[src/rtl/fpu_request_engine.sv]
// Request engine that streams a 2-D window between memory and the FPU
// line buffers, one 32-bit beat at a time.
//
// Ports:
//   clk, rst_n          clock, asynchronous active-low reset
//   read, write         fill read buffer / drain write buffer requests
//   read_address        base byte address of the read window
//   write_address       base byte address of the write window
//   width, height       bytes per row, result rows
//   input_row_width     byte stride between image rows
//   making_request      high while a transfer is pending or in progress
//   mem_*               single-beat memory request/ack port
//   buf_wr_*            read-buffer write port
//   wb_rd_*, wb_rdata   write-buffer read port (data one cycle after address)
module fpu_request_engine #(
    parameter int COL_WIDTH        = 10,
    parameter int MEM_BUFFER_WIDTH = 512
) (
    input  logic        clk,
    input  logic        rst_n,
    input  logic        read,
    input  logic        write,
    input  logic [31:0] read_address,
    input  logic [31:0] write_address,
    input  logic [9:0]  width,
    input  logic [7:0]  height,
    input  logic [18:0] input_row_width,
    output logic        making_request,
    output logic        mem_req,
    output logic        mem_we,
    output logic [31:0] mem_addr,
    output logic [31:0] mem_wdata,
    input  logic        mem_ack,
    input  logic [31:0] mem_rdata,
    output logic        buf_wr_en,
    output logic [7:0]  buf_wr_row,
    output logic [$clog2(MEM_BUFFER_WIDTH)-1:0] buf_wr_col,
    output logic [31:0] buf_wdata,
    output logic [7:0]  wb_rd_row,
    output logic [$clog2(MEM_BUFFER_WIDTH)-1:0] wb_rd_col,
    input  logic [31:0] wb_rdata
);

    localparam int CW = $clog2(MEM_BUFFER_WIDTH);

    // Buffer height only bounds what a caller may ask for in height;
    // no logic here depends on it.
    logic unused_col_width;
    assign unused_col_width = (COL_WIDTH > 0);

    typedef enum logic [2:0] {
        IDLE,
        WR_FETCH,
        WR_REQ,
        RD_REQ,
        DONE
    } state_t;

    state_t state, state_nx;

    logic        lat_read, lat_write;
    logic [31:0] rd_addr_q, wr_addr_q;
    logic [9:0]  width_q;
    logic [7:0]  height_q;
    logic [18:0] stride_q;

    logic [8:0]  row_q, row_nx;
    logic [8:0]  beat_q, beat_nx;
    logic [31:0] base_q, base_nx;
    logic [31:0] wdata_q, wdata_nx;
    logic        first_q, first_nx;
    logic        gap_q, gap_nx;

    logic [10:0] col_full;
    logic [10:0] next_col;
    logic        last_beat;
    logic        wr_last_row;
    logic        rd_last_row;
    logic        wr_empty;
    logic        rd_empty;
    logic [31:0] beat_addr;
    logic [31:0] next_base;
    logic        accept;

    assign accept      = (state == IDLE) && (read || write);
    assign col_full    = {beat_q, 2'b00};
    assign next_col    = col_full + 11'd4;
    // Last beat of a row once the next column would reach width.
    assign last_beat   = next_col >= {1'b0, width_q};
    assign wr_last_row = row_q == ({1'b0, height_q} - 9'd1);
    // The read pass covers height+2 rows.
    assign rd_last_row = row_q == ({1'b0, height_q} + 9'd1);
    assign wr_empty    = (width_q == 10'd0) || (height_q == 8'd0);
    assign rd_empty    = (width_q == 10'd0);
    assign beat_addr   = base_q + {21'd0, col_full};
    assign next_base   = base_q + {13'd0, stride_q};

    always_comb begin
        state_nx       = state;
        row_nx         = row_q;
        beat_nx        = beat_q;
        base_nx        = base_q;
        wdata_nx       = wdata_q;
        first_nx       = first_q;
        gap_nx         = gap_q;
        making_request = 1'b0;
        mem_req        = 1'b0;
        mem_we         = 1'b0;
        mem_addr       = 32'd0;
        mem_wdata      = 32'd0;
        buf_wr_en      = 1'b0;
        buf_wr_row     = 8'd0;
        buf_wr_col     = '0;
        buf_wdata      = 32'd0;
        wb_rd_row      = 8'd0;
        wb_rd_col      = '0;

        unique case (state)
            IDLE: begin
                if (read || write) begin
                    row_nx   = 9'd0;
                    beat_nx  = 9'd0;
                    base_nx  = write ? write_address : read_address;
                    first_nx = 1'b0;
                    gap_nx   = 1'b0;
                    state_nx = write ? WR_FETCH : RD_REQ;
                end
            end

            WR_FETCH: begin
                making_request = 1'b1;
                if (wr_empty) begin
                    if (lat_read && !rd_empty) begin
                        row_nx   = 9'd0;
                        beat_nx  = 9'd0;
                        base_nx  = rd_addr_q;
                        gap_nx   = 1'b0;
                        state_nx = RD_REQ;
                    end else begin
                        state_nx = DONE;
                    end
                end else begin
                    wb_rd_row = row_q[7:0];
                    wb_rd_col = CW'(col_full);
                    first_nx  = 1'b1;
                    state_nx  = WR_REQ;
                end
            end

            WR_REQ: begin
                making_request = 1'b1;
                mem_req        = 1'b1;
                mem_we         = 1'b1;
                mem_addr       = beat_addr;
                // Buffer data is live only in the first cycle; hold a copy
                // so the beat stays stable while waiting for the ack.
                mem_wdata      = first_q ? wb_rdata : wdata_q;
                first_nx       = 1'b0;
                if (first_q) begin
                    wdata_nx = wb_rdata;
                end
                if (mem_ack) begin
                    if (!last_beat) begin
                        beat_nx  = beat_q + 9'd1;
                        state_nx = WR_FETCH;
                    end else if (!wr_last_row) begin
                        row_nx   = row_q + 9'd1;
                        beat_nx  = 9'd0;
                        base_nx  = next_base;
                        state_nx = WR_FETCH;
                    end else if (lat_read) begin
                        row_nx   = 9'd0;
                        beat_nx  = 9'd0;
                        base_nx  = rd_addr_q;
                        gap_nx   = 1'b1;
                        state_nx = RD_REQ;
                    end else begin
                        state_nx = DONE;
                    end
                end
            end

            RD_REQ: begin
                making_request = 1'b1;
                if (rd_empty) begin
                    state_nx = DONE;
                end else if (gap_q) begin
                    gap_nx = 1'b0;
                end else begin
                    mem_req  = 1'b1;
                    mem_addr = beat_addr;
                    if (mem_ack) begin
                        buf_wr_en  = 1'b1;
                        buf_wr_row = row_q[7:0];
                        buf_wr_col = CW'(col_full);
                        buf_wdata  = mem_rdata;
                        gap_nx     = 1'b1;
                        if (!last_beat) begin
                            beat_nx = beat_q + 9'd1;
                        end else if (!rd_last_row) begin
                            row_nx  = row_q + 9'd1;
                            beat_nx = 9'd0;
                            base_nx = next_base;
                        end else begin
                            state_nx = DONE;
                        end
                    end
                end
            end

            DONE: begin
                state_nx = IDLE;
            end

            default: begin
                state_nx = IDLE;
            end
        endcase
    end

    always_ff @(posedge clk or negedge rst_n) begin
        if (!rst_n) begin
            state     <= IDLE;
            lat_read  <= 1'b0;
            lat_write <= 1'b0;
            rd_addr_q <= 32'd0;
            wr_addr_q <= 32'd0;
            width_q   <= 10'd0;
            height_q  <= 8'd0;
            stride_q  <= 19'd0;
            row_q     <= 9'd0;
            beat_q    <= 9'd0;
            base_q    <= 32'd0;
            wdata_q   <= 32'd0;
            first_q   <= 1'b0;
            gap_q     <= 1'b0;
        end else begin
            state   <= state_nx;
            row_q   <= row_nx;
            beat_q  <= beat_nx;
            base_q  <= base_nx;
            wdata_q <= wdata_nx;
            first_q <= first_nx;
            gap_q   <= gap_nx;
            if (accept) begin
                lat_read  <= read;
                lat_write <= write;
                rd_addr_q <= read_address;
                wr_addr_q <= write_address;
                width_q   <= width;
                height_q  <= height;
                stride_q  <= input_row_width;
            end else if (state == DONE) begin
                lat_read  <= 1'b0;
                lat_write <= 1'b0;
            end
        end
    end

    // Write base is consumed at acceptance; the copy keeps the latched
    // request complete for debug visibility.
    logic unused_latch;
    assign unused_latch = ^{lat_write, wr_addr_q};

endmodule
[config.mk]
export PLATFORM = sky130hd
export DESIGN_NAME = fpu_request_engine
export DESIGN_NICKNAME = d
export VERILOG_FILES = /design/src/rtl/fpu_request_engine.sv
export SDC_FILE = /design/constraint.sdc
export NUM_CORES = 1
export LEC_CHECK = 0
export CELL_PAD_IN_SITES_DETAIL_PLACEMENT = 0
export CELL_PAD_IN_SITES_GLOBAL_PLACEMENT = 1
export CORE_AREA = 2 2 186 188
export CTS_CLUSTER_SIZE = 12
export DETAILED_ROUTE_END_ITERATION = 6
export DIE_AREA = 0 0 188 190
export HOLD_SLACK_MARGIN = 0.03
export PLACE_DENSITY = 0.86
export SYNTH_ARGS = -nofsm -noshare
export SYNTH_HDL_FRONTEND = slang
export SYNTH_SLANG_ARGS = --single-unit
[constraint.sdc]
create_clock -name clk -period 3.2 [get_ports clk]
set_input_delay 0.48 -clock clk [delete_from_list [all_inputs] [get_ports clk]]
set_output_delay 0.48 -clock clk [all_outputs]
set_load 0.02 [all_outputs]
# After elaboration in Yosys (flattened, before gate mapping)
# Index checks and enable logic that the tools add are counted.
# op_classes
n_addsub	7
n_lt_le_gt_ge	1
eq_ne	26
n_mux	93
n_reduce_logical	17
# ops
cell	n
2-to-1 mux 32 bit	21
2-to-1 mux 9 bit	26
one-hot mux 32 bit (4 select lines)	1
one-hot mux 9 bit (4 select lines)	2
one-hot mux 32 bit (2 select lines)	1
2-to-1 mux 8 bit	6
2-to-1 mux 3 bit	12
adder 32 x 11 -> 32 bit	1
adder 32 x 19 -> 32 bit	1
!= test 2 bit (second input constant)	12
2-to-1 mux 1 bit	19
adder 9 x 1 -> 9 bit (second input constant)	2
equality test 9 bit	2
!= test 3 bit (second input constant)	6
one-hot mux 3 bit (4 select lines)	1
AND reduction 12 bit	1
adder 11 x 3 -> 11 bit (second input constant)	1
>= comparator 11 x 10 -> 1 bit	1
logical NOT 10 bit	1
AND reduction 10 bit	1
adder 8 x 1 -> 9 bit (second input constant)	1
AND reduction 9 bit	1
subtractor 8 x 1 -> 9 bit (second input constant)	1
logical NOT 8 bit	1
other kinds (19)	22
# totals
regBits	157
inputBits	170
out_inout_bits	134
elab_cells	156

# Longest topological paths before layout
# depth
ltp_word	8
ltp_mapped	15
mapped_depth_nobuf	13

# Worst setup path after synthesis
# No wires, ideal clock.
# synth_path
kind	register to output
start	reg beat_q[0]
end	out mem_addr[26]
arrival_time_ps	3124
required_ps	2720
setup_slack_ps	-404
stages_incl_launch_ff	13
n_path_buf	1
cell_sequence	dfrtp_1 > ha_1 > inv_1 > fa_1 > nor2b_1 > o21ai_0 > a21boi_0 > o21ai_0 > a21boi_0 > o2111ai_1 > clkbuf_1 > a2111oi_0 > mux2i_1
# synth_between
elab_chain_len	4
# synth_lines
item	line_no	text
start: declaration	68	logic [8:0] beat_q, beat_nx;
start signal: assignment	240	beat_q <= beat_nx;
adder 32 x 11 -> 32 bit (*)	95	assign beat_addr = base_q + {21'd0, col_full};
2-to-1 mux 32 bit	187	end else if (gap_q) begin
2-to-1 mux 32 bit	185	if (rd_empty) begin
one-hot mux 32 bit (2 select lines) (*)	118	unique case (state)
end: declaration	31	output logic [31:0] mem_addr,
# Every way passes the cells marked *; elsewhere a longest branch is shown, timed or not.

# Final worst setup path
# layout_path
start	reg base_q[2]
end	out mem_addr[28]
# layout_between
elab_chain_len	4
# layout_lines
item	line_no	text
start: declaration	69	logic [31:0] base_q, base_nx;
start signal: assignment	241	base_q <= base_nx;
adder 32 x 11 -> 32 bit (*)	95	
2-to-1 mux 32 bit	187	
2-to-1 mux 32 bit	185	
one-hot mux 32 bit (2 select lines) (*)	118	
# Marked as above.

==> qor.txt <==
Total wire length - 38660 um
CTS tree - yes
Clock Path Buffers - 2
Asr flop ratio synth - 100.0%
Placed insts - 2014
Crit path max-delay cell type - a2111oi_4
Max Clk Rate - 269.4 MHz
Mean Syn Cell Area - 9.183 um^2
Cell count after synthesis - 1195
Most frequent cells in the layout - clkdlybuf4s50_1 (249), buf_4 (162), dfrtp_1 (154), mux2_2 (109), nor2_1 (95)
Max-slew violations - 0
Initial antenna violation count - 5
First-pass GRT wire length - 59310 um
Share of layout cells above drive strength 1 - 25.34%
Total I/O pin count - 304
Port bufs - 299
Worst skew pair latency - 450 ps
Largest net degree at the start of global routing - 158
Max_slew headroom - 39.21%
EDFF count, synth - 0
Vias/cell - 5.187
Antenna-violating nets left - 0
Clock skew - 13.67 ps
Crit end category - output pin
Placed Area - 0.01546 mm^2
RSZ-0062 raised after global routing - yes
Num CTS Buffers - 17
# H-tree levels - 4
Maxcap violations - 0
Post-layout util - 48.88%
Final period util - 116.0%
Number of core rows - 68
Post-synth top area cell - dfrtp_1
Final Setup Violations - 23
Final hold violations - 0
#FFs+latches synth - 157
CP required - 2720 ps
Worst-Margin Slew - 911.9 ps
Status - finished, violations left
Die height - 190 um
Clock tree root buffer cell - clkbuf_16
Sequential element share of the synthesized area - 35.80%
Slack of the critical path - -511.7 ps
Initial drt markers - 734
CP peak stage delay - 390 ps
Final net count - 1813
Die Area - 0.03572 mm^2
Setup TNS - -6831 ps
Clock sinks - 157
Total power - 0.01601 W
Post-synth top area share - 35.80%
Cell Area, Synth - 0.01097 mm^2
Commonest non-fill, non-tap cell in the layout - clkdlybuf4s50_1
Pre-antenna DRT Iters - 7
Gr usage total - 21.19%
Worst EP arrival - 3230 ps
Crit Path Class - reg -> out
Tmin final - 3712 ps
Number of global-route vias before repair - 10800
Post-detail-place hpwl - 28260 um
Area Growth Syn to Fin - 51.21%
Area contributors post-synth - dfrtp_1 (36%), mux2_2 (11%), mux2i_1 (5.3%)
Die X - 188 um
Crit start category - register
Peak VDD IR - 0.0005229 V
Power Dens Cells - 964.7 mW/mm^2
Via count - 10760
Synth unique cells - 74
Clock Pin Slew Worst Setup and Hold Paths - 70 ps
Hold WC Path Type - in -> async
Post-Layout Cell Count - 2074
GR Overflow Total - 0
Crit-path cells - ha_2 -> inv_2 -> fa_2 -> nor2b_2 -> o21ai_2 -> a21boi_2 -> o21ai_2 -> a21boi_2 -> o2111ai_4 -> buf_8 -> a2111oi_4 -> mux2i_2 -> buf_4
DRC Markers - 0
Synth warnings - 0
Synth Flop Type - dfrtp_1
Number of fill cells - 3100
Gpl congestion - 0.8655
CORE AREA - 0.03395 mm^2
Initial core utilization - 32.33%
Average routed wire per standard cell - 18.64 um
Non-Filler Cell Area, Final - 0.01659 mm^2
Crit-path max FO - 6
Failing checks - setup timing
Leak - 7.219 nW
==> power breakdown <==
part | leakage, nW | internal, W | switching (W) | total, W
logic | 5.00 | 0.00476 | 0.00540 | 0.0102
registers | 1.92 | 0.00293 | 0.000738 | 0.00367
clock network | 0.298 | 0.00131 | 0.000881 | 0.00219
==> sequential cells by signal (all words and copies together) (netlist names) <==
signal     cells
beat_q         9
lat_read       1
gap_q          1
first_q        1
stride_q      19
state          3
row_q          9
wdata_q       32
base_q        32
height_q       8
rd_addr_q     32
width_q       10
==> layout make-up <==
cell class / instances / area, um^2 / area share (%)
multi-input cells: 924 / 6973 / 42.02
repair buffers: 460 / 4333 / 26.11
flip-flops and latches: 157 / 3933 / 23.70
well taps: 455 / 569.3 / 3.431
clock buffers: 22 / 484.2 / 2.918
inverters: 41 / 153.9 / 0.9274
clock inverters: 10 / 136.4 / 0.8218
diodes: 5 / 12.51 / 0.07540
==> final timing paths <==
kind | from | endpoint | slack (ps) | cells after the start
worst min-delay path | rst_n | rd_addr_q[22] | 180 | 2
max in group asynchronous | rst_n | height_q[3] | 2300 | 2
min in group clk | write | first_q | 350 | 3
worst max-delay path | base_q[2] | mem_addr[28] | -510 | 13
worst max register to register | height_q[1] | base_q[2] | 130 | 12
worst min register to register | gap_q | gap_q | 500 | 1
==> synth_stat cells, types with 8 or more instances <==
master,n
xor2_1,23
nor4_1,8
buf_2,8
and2_1,63
a222oi_1,14
nand4_1,21
mux2_2,109
ha_1,40
a211oi_1,10
o31ai_1,8
mux2i_1,58
a22o_1,10
a21o_1,11
inv_1,41
nor2b_1,15
nand3_1,32
o211ai_1,8
nor3_1,21
o21a_1,8
nor2_1,100
and3_1,14
clkbuf_1,49
buf_1,12
xnor2_1,27
nand2b_1,14
a21oi_1,42
o21ai_0,64
dfrtp_1,157
nand2_1,91
o22ai_1,8
==> metal layers <==
metal  share of wire, %  GRT usage [%]  vias to the layer above
li1                   -              -                     5126
met3                5.6          3.966                       58
met5                  0              0                        -
met4                3.1          9.085                        0
met1                 42          26.55                     5193
met2                 49          35.72                      380
==> critical path, delay by kind of cell, from the launching register on <==
kind	cells	cell delay (ps)
simple gates	1	150
buf+inv	3	410
flops	1	360
fa+ha+maj	2	530
mux	1	250
compound gates	6	1100
==> logic make-up after synthesis <==
family	count (synthesis)	synth area share, %
buffers and inverters	118	4.446
multiplexers	167	16.47
adder cells (fa/ha/maj)	42	4.925
flip-flops	157	35.80
other	1	0.03417
XOR/XNOR	50	3.990
AND/OR/NAND/NOR	408	18.73
AO/OA/AOI/OAI	252	15.60
==> stage by stage <==
| stage | hold slack, ps | setup WS [ps] |
|---|---|---|
| 2_1_floorplan | 184.4 | -53.79 |
| 3_3_place_gp | 487.5 | -713.0 |
| 3_5_place_dp | 491.7 | -718.0 |
| 4_1_cts | 245.7 | -584.6 |
| 5_1_grt | 271.2 | -696.8 |
| 6_report | 179.9 | -511.7 |
==> timing repair <==
item,in CTS,in global routing
endpoints found under the hold margin,0,0
pin swaps,25,20
hold buffers,0,0
setup buffers,11,12
setup endpoints to repair,102,113
resized for setup,160,63
cloned,1,1
Note: power is estimated with default switching activity, not from simulation.
